$ cat src/rtl/ps2_packet_rx.sv
// PS/2 device-to-host receiver: glitch-filtered clock, 11-bit frame checks,
// and assembly of PKT_BYTES accepted bytes into one packet.
module ps2_packet_rx #(
  parameter int PKT_BYTES      = 3,
  parameter int TIMEOUT_CYCLES = 200000,
  parameter int FILTER_LEN     = 4,
  parameter int SYNC_CHECK     = 1
) (
  input  logic                   clk,
  input  logic                   reset,
  input  logic                   ps2_clk,
  input  logic                   ps2_data,
  output logic [8*PKT_BYTES-1:0] packet,
  output logic                   packet_valid,
  output logic [7:0]             byte_data,
  output logic                   byte_valid,
  output logic                   err_parity,
  output logic                   err_frame,
  output logic                   err_timeout,
  output logic                   busy
);

  localparam int IW = (PKT_BYTES > 1) ? $clog2(PKT_BYTES) : 1;
  localparam int TW = $clog2(TIMEOUT_CYCLES + 1);
  localparam int FW = $clog2(FILTER_LEN + 1);
  localparam logic [IW-1:0] LAST = IW'(PKT_BYTES - 1);
  localparam logic [TW-1:0] TMAX = TW'(TIMEOUT_CYCLES - 1);
  localparam logic [FW-1:0] FMAX = FW'(FILTER_LEN - 1);

  logic                   r_clk_s1, r_clk_s2;
  logic                   r_dat_s1, r_dat_s2;
  logic                   r_filt, r_filt_q;
  logic [FW-1:0]          r_fcnt;
  logic [3:0]             r_bit_cnt;
  logic [7:0]             r_shift;
  logic                   r_par;
  logic [IW-1:0]          r_idx;
  logic [7:0]             r_slot [PKT_BYTES];
  logic [TW-1:0]          r_to;
  logic                   w_fall;
  logic                   w_busy;
  logic [8*PKT_BYTES-1:0] w_pkt;

  assign w_fall = r_filt_q & ~r_filt;
  assign w_busy = (r_bit_cnt != 4'd0) || (r_idx != '0);
  assign busy   = w_busy;

  // Earlier slots go to the MSBs; the byte completing the packet is the LSB.
  always_comb begin
    w_pkt = '0;
    for (int i = 0; i < PKT_BYTES - 1; i++)
      w_pkt[8*(PKT_BYTES-1-i) +: 8] = r_slot[i];
    w_pkt[7:0] = r_shift;
  end

  always_ff @(posedge clk or posedge reset) begin
    if (reset) begin
      r_clk_s1     <= 1'b1;
      r_clk_s2     <= 1'b1;
      r_dat_s1     <= 1'b1;
      r_dat_s2     <= 1'b1;
      r_filt       <= 1'b1;
      r_filt_q     <= 1'b1;
      r_fcnt       <= '0;
      r_bit_cnt    <= 4'd0;
      r_shift      <= 8'd0;
      r_par        <= 1'b0;
      r_idx        <= '0;
      r_to         <= '0;
      for (int i = 0; i < PKT_BYTES; i++)
        r_slot[i] <= 8'd0;
      packet       <= '0;
      packet_valid <= 1'b0;
      byte_data    <= 8'd0;
      byte_valid   <= 1'b0;
      err_parity   <= 1'b0;
      err_frame    <= 1'b0;
      err_timeout  <= 1'b0;
    end else begin
      packet_valid <= 1'b0;
      byte_valid   <= 1'b0;
      err_parity   <= 1'b0;
      err_frame    <= 1'b0;
      err_timeout  <= 1'b0;
      r_clk_s1     <= ps2_clk;
      r_clk_s2     <= r_clk_s1;
      r_dat_s1     <= ps2_data;
      r_dat_s2     <= r_dat_s1;
      r_filt_q     <= r_filt;
      if (r_clk_s2 != r_filt) begin
        if (r_fcnt == FMAX) begin
          r_filt <= r_clk_s2;
          r_fcnt <= '0;
        end else begin
          r_fcnt <= r_fcnt + FW'(1);
        end
      end else begin
        r_fcnt <= '0;
      end
      if (w_fall) begin
        r_to <= '0;
        unique case (1'b1)
          (r_bit_cnt == 4'd0): begin
            if (r_dat_s2) err_frame <= 1'b1;
            else          r_bit_cnt <= 4'd1;
          end
          (r_bit_cnt inside {[4'd1:4'd8]}): begin
            r_shift   <= {r_dat_s2, r_shift[7:1]};
            r_bit_cnt <= r_bit_cnt + 4'd1;
          end
          (r_bit_cnt == 4'd9): begin
            r_par     <= r_dat_s2;
            r_bit_cnt <= 4'd10;
          end
          default: begin
            r_bit_cnt <= 4'd0;
            if (!r_dat_s2) begin
              err_frame <= 1'b1;
              r_idx     <= '0;
            end else if (^{r_shift, r_par} == 1'b0) begin
              err_parity <= 1'b1;
              r_idx      <= '0;
            end else if (r_idx == '0 && SYNC_CHECK == 1 && !r_shift[3]) begin
              err_frame <= 1'b1;
            end else begin
              byte_data  <= r_shift;
              byte_valid <= 1'b1;
              if (r_idx == LAST) begin
                packet       <= w_pkt;
                packet_valid <= 1'b1;
                r_idx        <= '0;
              end else begin
                r_slot[r_idx] <= r_shift;
                r_idx         <= r_idx + IW'(1);
              end
            end
          end
        endcase
      end else if (!w_busy) begin
        r_to <= '0;
      end else if (r_to == TMAX) begin
        r_bit_cnt   <= 4'd0;
        r_idx       <= '0;
        err_timeout <= 1'b1;
        r_to        <= '0;
      end else begin
        r_to <= r_to + TW'(1);
      end
    end
  end

endmodule

$ cat config.mk
export PLATFORM = sky130hd
export DESIGN_NAME = ps2_packet_rx
export DESIGN_NICKNAME = d
export VERILOG_FILES = /design/src/rtl/ps2_packet_rx.sv
export SDC_FILE = /design/constraint.sdc
export NUM_CORES = 1
export LEC_CHECK = 0
export ABC_AREA = 1
export CORE_MARGIN = 10
export CORE_UTILIZATION = 60
export DETAILED_ROUTE_END_ITERATION = 6
export PLACE_DENSITY = 0.84
export SLEW_MARGIN = 20
export SYNTH_ARGS = -nofsm -noshare
export SYNTH_HDL_FRONTEND = slang
export SYNTH_SLANG_ARGS = --single-unit
$ cat constraint.sdc
create_clock -name clk -period 5.4 [get_ports clk]
set_input_delay 1.35 -clock clk [delete_from_list [all_inputs] [get_ports clk]]
set_output_delay 1.35 -clock clk [all_outputs]
set_load 0.005 [all_outputs]
==> run metrics, run 1 <==
Req. time, crit path=4050 ps; Mapped Nets=473; Synth Area per Inst=8.86 um^2; Vias=3160; buffer and inverter count on the worst path=2; register bit total from synthesis=95; Layout Skew=14.4 ps; worst skew pair latency=370 ps; fin crit share=0.596; Slew Viols, Final=0; Gates resized, CTS repair=0; critical-path cell list=inv_1 > ha_1 > nand2_1 > nor2_1 > nand2_1 > clkdlybuf4s50_1; final cell count without fillers=594; LEAKAGE=2.23 nW; DRT iter0 DRCs=150; Worst R2R Setup Slack=3070 ps; WS Path Type=register to primary output; Tot GR Track Use=0.164; largest net degree at the start of global routing=71; Final TNS setup=0 ps; core region area=0.00672 mm^2; Ant. Diodes=0; critical path's slowest cell=clkdlybuf4s50_1; Row Count=30; CTS tree=built; Mapped Cells=464; YS warnings=0; Top delay family on crit path=buffers and inverters; vias in the first global route=3009; antenna violations before repair=0; Critical R2R Launch=r_bit_cnt[0]; Hold Slack=360 ps; fin crit period=3220 ps; Clock transition at path regs=90 ps; starting density of the core=0.612; count of antenna-violating nets left after detailed routing=0; status=complete, no violations; Fmax=310 MHz; gpl congestion=0.847; worst slew pin tran=816 ps; hold wc startpoint=r_dat_s1; Yosys cell types=34; Die X=103 um; most frequent cells in the layout=nand2_1, dfrtp_1, clkdlybuf4s50_1; maximum fanout along the worst path=5; TritonCTS buffer count=9; Post-Route WL=8210 um; WP depth=6; Final #Nets=518; Fin. Hold Viols=0; DRC=0; global-route wire length before repair=13700 um; Setup violations, final=0; CP Data Arrival Time=1870 ps; PortBufs=41; Via density=5.32; Reg-to-Reg End=packet[10]; reg2reg path depth=11; RSZ-0062 raised after global routing=false; Top Ports=42; Clock Tree Buf Depth=2; clock root cell=clkbuf_8; Hold Crit Class=register to register; routed len/inst=13.8 um; CP Capture Type=primary output; DP HPWL=5880 um; share of layout cells above drive strength 1=0.105; Startpoint Class=register; H-tree depth=3; Area growth syn-to-layout=16.2%; die outline area=0.0106 mm^2; Min-Delay Endpoint=r_dat_s2; crit-path max cell delay=460 ps; power per cell area=341 mW/mm^2; sequential-to-total area share from yosys stat=0.580; Max Cap Violations=0; VDD IR max=0.187 mV; CP dominant cell by count=nand2_1; DP Cell Count=578; Worst slew margin=0.456; drt first pass iters=4; # clock sinks=95; Total Power=1.63 mW; Hold Buf Count CTS=0; Die Height=103 um; Overflow after GRT=0; cell area after synthesis=0.00411 mm^2; post-CTS setup buffer count=0; Worst Hold Path Cells=0; commonest non-fill, non-tap cell in the layout=nand2_1
[where the power goes]
part           leakage [nW]  internal, mW  switching [mW]
sequential             1.30         0.755          0.0359
combinational         0.828         0.111           0.260
clock                0.0973         0.218           0.252
[routing by layer]
metal  vias up  wire length (um)  global-route usage
met5         -                 0                   0
met2        73              4110               0.285
met3        11               407              0.0436
met1      1498              3570               0.195
met4         0               122              0.0524
li1       1578                 -                   -
[stage by stage]
stage	cell area, um^2	setup WS, ps	util
2_1_floorplan	4110	1580	-
3_3_place_gp	4580	2430	0.682
3_5_place_dp	4580	2400	0.682
4_1_cts	4780	2170	0.711
5_1_grt	4780	2080	0.712
6_report	4780	2180	0.712
[area by class of cell]
class                   count  area, um^2
inverters                  42         160
clock inverters             6        68.8
fillers                   489        1940
clock buffers              10         128
repair buffers             42         418
multi-input cells         319        1520
flip-flops and latches     95        2380
well taps                  80         100
[kinds of logic (layout without fill, tap and decap cells)]
kind of cell | after synthesis | after routing | share of synthesized area
flip-flops | 95 | 95 | 0.580
buffers and inverters | 50 | 100 | 0.0502
XOR/XNOR | 6 | 6 | 0.0128
adder cells (fa/ha/maj) | 5 | 5 | 0.0152
AO/OA/AOI/OAI | 65 | 65 | 0.0837
AND/OR/NAND/NOR | 243 | 243 | 0.258
[cells in the mapped netlist, drive strengths merged]
master | number | area [um^2]
o21bai | 1 | 7.51
o211ai | 1 | 7.51
a31oi | 3 | 18.8
nor4 | 2 | 27.5
a21oi | 6 | 37.5
and3 | 1 | 6.26
xnor2 | 2 | 17.5
nand3 | 14 | 105
nand4 | 3 | 18.8
dfrtp | 89 | 2230
nand2 | 170 | 658
or2 | 1 | 6.26
dfstp | 6 | 158
inv | 42 | 158
ha | 5 | 62.6
buf | 8 | 48.8
a211oi | 1 | 7.51
nand3b | 1 | 20.0
xor2 | 4 | 35.0
nor2 | 38 | 155
nor3 | 13 | 65.1
o21ai | 53 | 265
[registers in the layout, summed over array words and instances, names as in the netlist, 2 cells and up]
| signal | count |
|---|---|
| r_to | 18 |
| r_bit_cnt | 4 |
| r_slot | 16 |
| packet | 24 |
| byte_data | 8 |
| r_shift | 8 |
| r_idx | 2 |
| r_fcnt | 3 |
[worst max path at each step]
| stage | slack, ps | endpoint | startpoint |
|---|---|---|---|
| final | 2180 | busy | r_bit_cnt[0] |
| after CTS | 2170 | busy | r_bit_cnt[0] |
| after global placement | 2430 | r_dat_s1 | reset |
| after detailed placement | 2400 | r_dat_s1 | reset |
| after floorplan | 1580 | byte_data[0] | reset |
| after global routing | 2080 | busy | r_bit_cnt[0] |
Note: power is estimated with default switching activity, not from simulation.
==> run 2, diff against run 1 <==
CORE_UTILIZATION = 51   (was 60)
PLACE_DENSITY = 0.76   (was 0.84)
clock period = 2.72 ns   (was 5.4 ns; I/O delays follow)
==> run metrics, run 2 (synthesis results as in run 1) <==
Die Height=110 um; Die X=110 um; commonest non-fill, non-tap cell in the layout=nand2_1; VDD IR max=0.335 mV; die outline area=0.0121 mm^2; vias in the first global route=3007; RSZ-0062 raised after global routing=false; Fmax=393 MHz; power per cell area=675 mW/mm^2; core region area=0.00777 mm^2; Largest Register=packet; gpl congestion=0.872; Vias=3167; # clock sinks=95; worst skew pair latency=370 ps; H-tree depth=3; Hold Crit Class=register to register; Max Cap Violations=0; clock root cell=clkbuf_8; Fin. Hold Viols=0; Area growth syn-to-layout=18.1%; Final #Nets=519; Slew Viols, Final=0; dpl ws=510 ps; Layout Skew=10.8 ps; DRT iter0 DRCs=162; Gates resized, CTS repair=0; fin crit period=2550 ps; Overflow after GRT=0; Clock transition at path regs=90 ps; most frequent cells in the layout=nand2_1, dfrtp_1, clkdlybuf4s50_1; Clock Tree Buf Depth=2; Via density=5.13; starting density of the core=0.529; global-route wire length before repair=13800 um; share of layout cells above drive strength 1=0.109; Top Ports=42; LEAKAGE=2.25 nW; CP Data Arrival Time=1870 ps; drt first pass iters=5; biggest regs=packet (24), r_to (18), r_slot (16); Worst slew margin=0.580; Final TNS setup=0 ps; DP HPWL=5790 um; maximum fanout along the worst path=5; antenna violations before repair=0; count of antenna-violating nets left after detailed routing=0; Ant. Diodes=0; Row Count=32; max reg flops=24; Tot GR Track Use=0.143; Hold Buf Count CTS=0; fin crit share=0.936; post-route setup slack=175 ps; Req. time, crit path=2040 ps; post-CTS setup buffer count=0; CP Capture Type=primary output; Core Util, Final=0.625; status=complete, no violations; Setup violations, final=0; routed len/inst=13.1 um; DRC=0; WS Path Type=register to primary output; Post-Route WL=8080 um; CTS tree=built; Startpoint Class=register; TritonCTS buffer count=9; largest net degree at the start of global routing=39; worst slew pin tran=628 ps; PortBufs=41
==> run 2: cell count changes in the layout (fill, tap and decap cells not counted), sizes merged <==
cell	change
buf	+1
clkbuf	-1
inv	+1
==> run 2: cell type report <==
cell class	instances	area (um^2)
tap	102	128
sequential	95	2380
clock buffer	9	124
clock inverter	7	87.6
timing repair buffer	43	450
multi-input combinational	319	1520
inverter	42	161
fill	656	2910
==> run 2: layer usage <==
metal / vias up / GRT usage / part of all wire
met5: - / 0 / 0
met4: 0 / 0.0623 / 0.014
met3: 9 / 0.0240 / 0.055
met2: 60 / 0.250 / 0.49
met1: 1518 / 0.169 / 0.44
li1: 1580 / - / -
==> run 2: critical path, stage by stage (launching register included) <==
cell and delay, ps:
dfrtp_1 440, inv_1 90, ha_1 190, nand2_1 60, nor2_1 160, nand2_1 100, clkdlybuf4s50_1 460
==> run 2: metrics by stage <==
step	cells	power, mW	instance area [um^2]	hold slack [ps]
final	617	3.28	4860	365
after global routing	617	3.47	4860	367
after CTS	617	3.30	4860	363
after detailed placement	601	2.33	4650	350
after global placement	601	2.30	4650	346
after floorplan	464	2.15	4120	345
==> run 2: worst paths after layout <==
kind,from,to,slack (ps),depth (start not counted)
max,r_bit_cnt[0],busy,170,6
min,r_dat_s1,r_dat_s2,360,0
max reg2reg,r_bit_cnt[0],packet[23],470,11
min reg2reg,r_dat_s1,r_dat_s2,360,0
max in group asynchronous,reset,r_slot[17],1410,3
min in group asynchronous,reset,r_fcnt[2],720,2
==> run 2: report_power, final <==
group          total [mW]  internal (mW)  leakage, nW  switching [mW]
logic               0.732          0.225        0.838           0.506
registers            1.57           1.50         1.30          0.0703
clock network       0.978          0.447        0.108           0.530
total                3.28           2.17         2.25            1.11
==> edit 1, RTL diff (config.mk and constraints of run 1) <==
The parameter `TIMEOUT_CYCLES` goes from 200000 to 400000.
--- a/src/rtl/ps2_packet_rx.sv
+++ b/src/rtl/ps2_packet_rx.sv
@@ -4,3 +4,3 @@
   parameter int PKT_BYTES      = 3,
-  parameter int TIMEOUT_CYCLES = 200000,
+  parameter int TIMEOUT_CYCLES = 400000,
   parameter int FILTER_LEN     = 4,
Check against the original RTL: no difference found for any inputs over 10 cycles, from zero or initial values and one cycle with reset high; that may be too few to reach the edited logic, so the function may still have changed.
==> edit 1 against run 1 <==
  * Sequential power increased by 9.1%
  * Sequential cell count increased by 1
  * First-iteration DRC count increased by 25%
  * Final area increased by 4.7%
  * Register-to-register slack got worse by 0.12 ns
  * Setup slack got worse by 0.055 ns
  * Power increased by 11%
  * Hold slack improved by 0.0059 ns
  * Wire length increased by 7.8%
  * Area after synthesis increased by 5.5%
  * Die area increased by 4.4%
==> edit 1: results (changes against run 1) <==
[status]
outcome = completed

[finish]
fin_nets = 576  ; +11%
multi_input_area_share = 0.3264  ; +0.008178
multi_input_cells = 357  ; +12%
layout.nonclk_buf_frac = 0.08498  ; -0.002433
top_regs = packet: 24 flops, r_to: 19 flops, r_slot: 16 flops
clk_share = 0.03774  ; -0.003348
non_clock_buffer_count = 43  ; +2.4%
drive_above_1_share = 0.08042  ; -0.02464
sh_seq_area = 0.4814  ; -0.01744
inv_count = 60  ; +43%
fillers = 546  ; +12%

[synth]
synth-xor-area-share = 0.01009  ; -0.002685
yosys-top-cells-area = dfrtp_1, nand2_1, nand3_1, inv_1, dfstp_2
synth-seq-cells = 96  ; +1.1%
seq_area_frac_synth = 0.5554  ; -0.02450
synth_compound_area_frac = 0.05738  ; -0.02628
synthTopCellsByCount = nand2_1, dfrtp_1, nand3_1
synth_fa_ha_area_frac = 0.01442  ; -0.0007939
syn-num-nets = 532  ; +12%
synth_cell_types = 29  ; -15%

[global_route]
grt_max_degree = 68  ; -4.2%
grt_pass1_vias = 3437  ; +14%
grt_pass1_wl_mm = 15.37  ; +12%

[power_and_ir_drop]
peakVddDrop_v = 0.0002609  ; +40%
p_seq_frac = 0.478  ; -0.007
p_leak_nw = 2.569  ; +15%
power_frac_comb = 0.279  ; +0.052
pg_seq_w = 0.000863  ; +9.1%

[worst_setup_path]
cp_slowest_cell = clkdlybuf4s50_1
cp.arrival_ns = 1.93  ; +0.06 ns

[route]
dr.pass1.iters = 5  ; +1
wl_mm = 8.850  ; +7.8%
drt_iter0_markers = 187  ; +25%

[sta]
fin_skew_ns = 0.01174  ; -0.002663 ns
worst_pin_slew_ns = 0.7971  ; -0.01887 ns

[placed_design]
gp_congestion = 0.9143  ; +7.9%
detailed_place_hpwl_mm = 6.178  ; +5.1%
dpl_worst_slack_ns = 2.416  ; +0.01898 ns

## edit 1: final timing paths
path | start | to | slack, ns
hold / removal | r_clk_s1 | r_clk_s2 | 0.37
hold reg to reg | r_clk_s1 | r_clk_s2 | 0.37
setup reg to reg | r_bit_cnt[0] | packet[6] | 2.95
min in group asynchronous | reset | r_to[0] | 1.49
setup / recovery | r_bit_cnt[0] | busy | 2.12
max in group asynchronous | reset | r_dat_s1 | 3.01
## edit 1: metrics by stage
step	util	cell area, µm²	cells
2_1_floorplan	-	4339	523
5_1_grt	0.7248	5006	668
6_report	0.7248	5006	668
4_1_cts	0.7246	5005	668
3_5_place_dp	0.6973	4816	652
3_3_place_gp	0.6973	4816	652
## edit 1: per-layer routing
metal  track usage  wire length [µm]  up-vias
met1        0.2030              4015     1649
met2        0.2665              4157      117
met4       0.06078               131        0
li1              -                 -     1740
met3       0.04054               546       14
met5             0                 0        -
==> edit 2, RTL diff (flow settings as in run 1) <==
Without the edit above. Put one more register stage on the output `err_timeout`. The value now appears one clock later. The other outputs are not delayed to match.
--- a/src/rtl/ps2_packet_rx.sv
+++ b/src/rtl/ps2_packet_rx.sv
@@ -28,2 +28,4 @@
   localparam logic [FW-1:0] FMAX = FW'(FILTER_LEN - 1);
+
+  logic err_timeout_s0;
 
@@ -77,3 +79,3 @@
       err_frame    <= 1'b0;
-      err_timeout  <= 1'b0;
+      err_timeout_s0 <= 1'b0;
     end else begin
@@ -83,3 +85,3 @@
       err_frame    <= 1'b0;
-      err_timeout  <= 1'b0;
+      err_timeout_s0 <= 1'b0;
       r_clk_s1     <= ps2_clk;
@@ -143,3 +145,3 @@
         r_idx       <= '0;
-        err_timeout <= 1'b1;
+        err_timeout_s0 <= 1'b1;
         r_to        <= '0;
@@ -151,2 +153,6 @@
 
+  always_ff @(posedge clk) begin
+    err_timeout <= err_timeout_s0;
+  end
+
 endmodule
Function: same outputs for any inputs over 10 cycles, from zero or initial values and one cycle with reset high; that may be too few to reach the edited logic, so the function may still have changed.
==> edit 2 against run 1 <==
  * Sequential cell count up 1
  * Largest cell class unchanged
  * First-iteration DRC count up 2.0%
  * Register-to-register slack better by 0.08 ns
  * Final cell count up 0.17%
  * Power about the same
  * Sequential power up 0.8%
  * Sequential share of layout area up 0.17 points
  * Setup slack better by 0.023 ns
  * Via count down 0.54%
  * Final area up 0.50%
  * Area after synthesis up 0.49%
  * Wire length down 5.3%
==> edit 2: results (changes against run 1) <==
[route]
drt_iter0_markers = 153  ; +2.0%
viasPerCell = 5.282  ; -0.71%
routedWlPerCell_um = 13.07  ; -5.5%
dr.pass1.iters = 4  ; unchanged

[finish]
multiInputGateArea_um2 = 1521  ; unchanged
fillers = 496  ; +1.4%
sh_seq_area = 0.5005  ; +0.001699
layout.nonclk_buf_frac = 0.08698  ; -0.0004325
clk_share = 0.04167  ; +0.0005781
fin_nets = 519  ; +0.19%
drive_above_1_share = 0.1068  ; +0.001738

[placed_design]
detailed_place_hpwl_mm = 5.595  ; -4.8%
dpl_worst_slack_ns = 2.409  ; +0.01158 ns
portBuffers = 41  ; unchanged
gp_congestion = 0.8226  ; -2.9%

[global_route]
grt_pass1_vias = 2973  ; -1.2%
antenna_found_initial = 0  ; unchanged
grt_usage = 0.1570  ; -0.007410
grt_max_degree = 65  ; -8.5%
grt_pass1_wl_mm = 13.28  ; -3.1%

[clocking]
clock_path_buffers = 2  ; unchanged
cts_sinks = 96  ; +1.1%
post_cts_buffers = 0  ; unchanged
cts_inserted_buffers = 9  ; unchanged
htreeDepth = 3  ; unchanged
cts_root_buf = clkbuf_8
clock_latency_ns = 0.36
path_clk_slew_ns = 0.09  ; about the same

[synth]
seq_area_frac_synth = 0.5819  ; +0.002035
synthMuxAreaShare = 0  ; unchanged
syn-num-nets = 474  ; +0.21%
synth_fa_ha_area_frac = 0.01514  ; -0.00007369
yosys-top-cells-area = dfrtp_1, nand2_1, o21ai_1, dfstp_2, nor2_1
synth-xor-area-share = 0.01272  ; -0.00006190
synthTopCellsByCount = nand2_1, dfrtp_1, nor2_1
ys_async_sr_fraction = 0.9896  ; -0.01042
synth_cell_types = 35  ; +2.9%
synth_compound_area_frac = 0.08326  ; -0.0004053

[worst_setup_path]
r2r-end = packet[11]
rrSetupSlack_ns = 3.15  ; +0.08 ns
cp.arrival_ns = 1.85  ; -0.02 ns
cp-endpoint = busy
startpoint = r_bit_cnt[0]

[power_and_ir_drop]
power_frac_comb = 0.223  ; -0.004
p_seq_frac = 0.489  ; +0.004
p_leak_nw = 2.233  ; +0.33%
peakVddDrop_v = 0.0001978  ; +6.0%
internal_power_w = 0.001091  ; +0.70%

[min_path]
min_to = r_clk_s2
min_from = r_clk_s1

[sta]
finalCritPeriodShare = 0.5921  ; -0.004328
relSlewSlack = 0.4995  ; +0.04353
fin_skew_ns = 0.01028  ; -0.004124 ns

[status]
outcome = completed

-- edit 2: worst max-delay path: stages, from the launching register on --
cell	delay [ns]
dfrtp_1	0.43
inv_1	0.09
ha_1	0.19
nand2_1	0.06
nor2_1	0.17
nand2_1	0.10
clkdlybuf4s50_1	0.46
-- edit 2: per-stage QoR --
stage,instances,instance area [µm²],power [W],hold WS (ns),util
floorplan,465,4133,0.001091,0.3242,-
global placement,579,4603,0.001164,0.3389,0.6813
detailed placement,579,4603,0.001176,0.3269,0.6813
CTS,595,4803,0.001648,0.3605,0.7109
global route,595,4805,0.001727,0.3596,0.7111
finish,595,4805,0.001631,0.3571,0.7111
-- edit 2: cells by family (layout without fill, tap and decap cells) --
logic type,count (synthesis),after routing
flops,96,96
fa+ha+maj,5,5
simple gates,243,243
compound gates,65,65
buf+inv,50,100
xor+xnor,6,6
-- edit 2: layer usage --
layer / global-route usage / share of wire
met5: 0 / 0
met4: 0.05241 / 0.017
met3: 0.03552 / 0.046
met2: 0.2735 / 0.49
met1: 0.1871 / 0.44
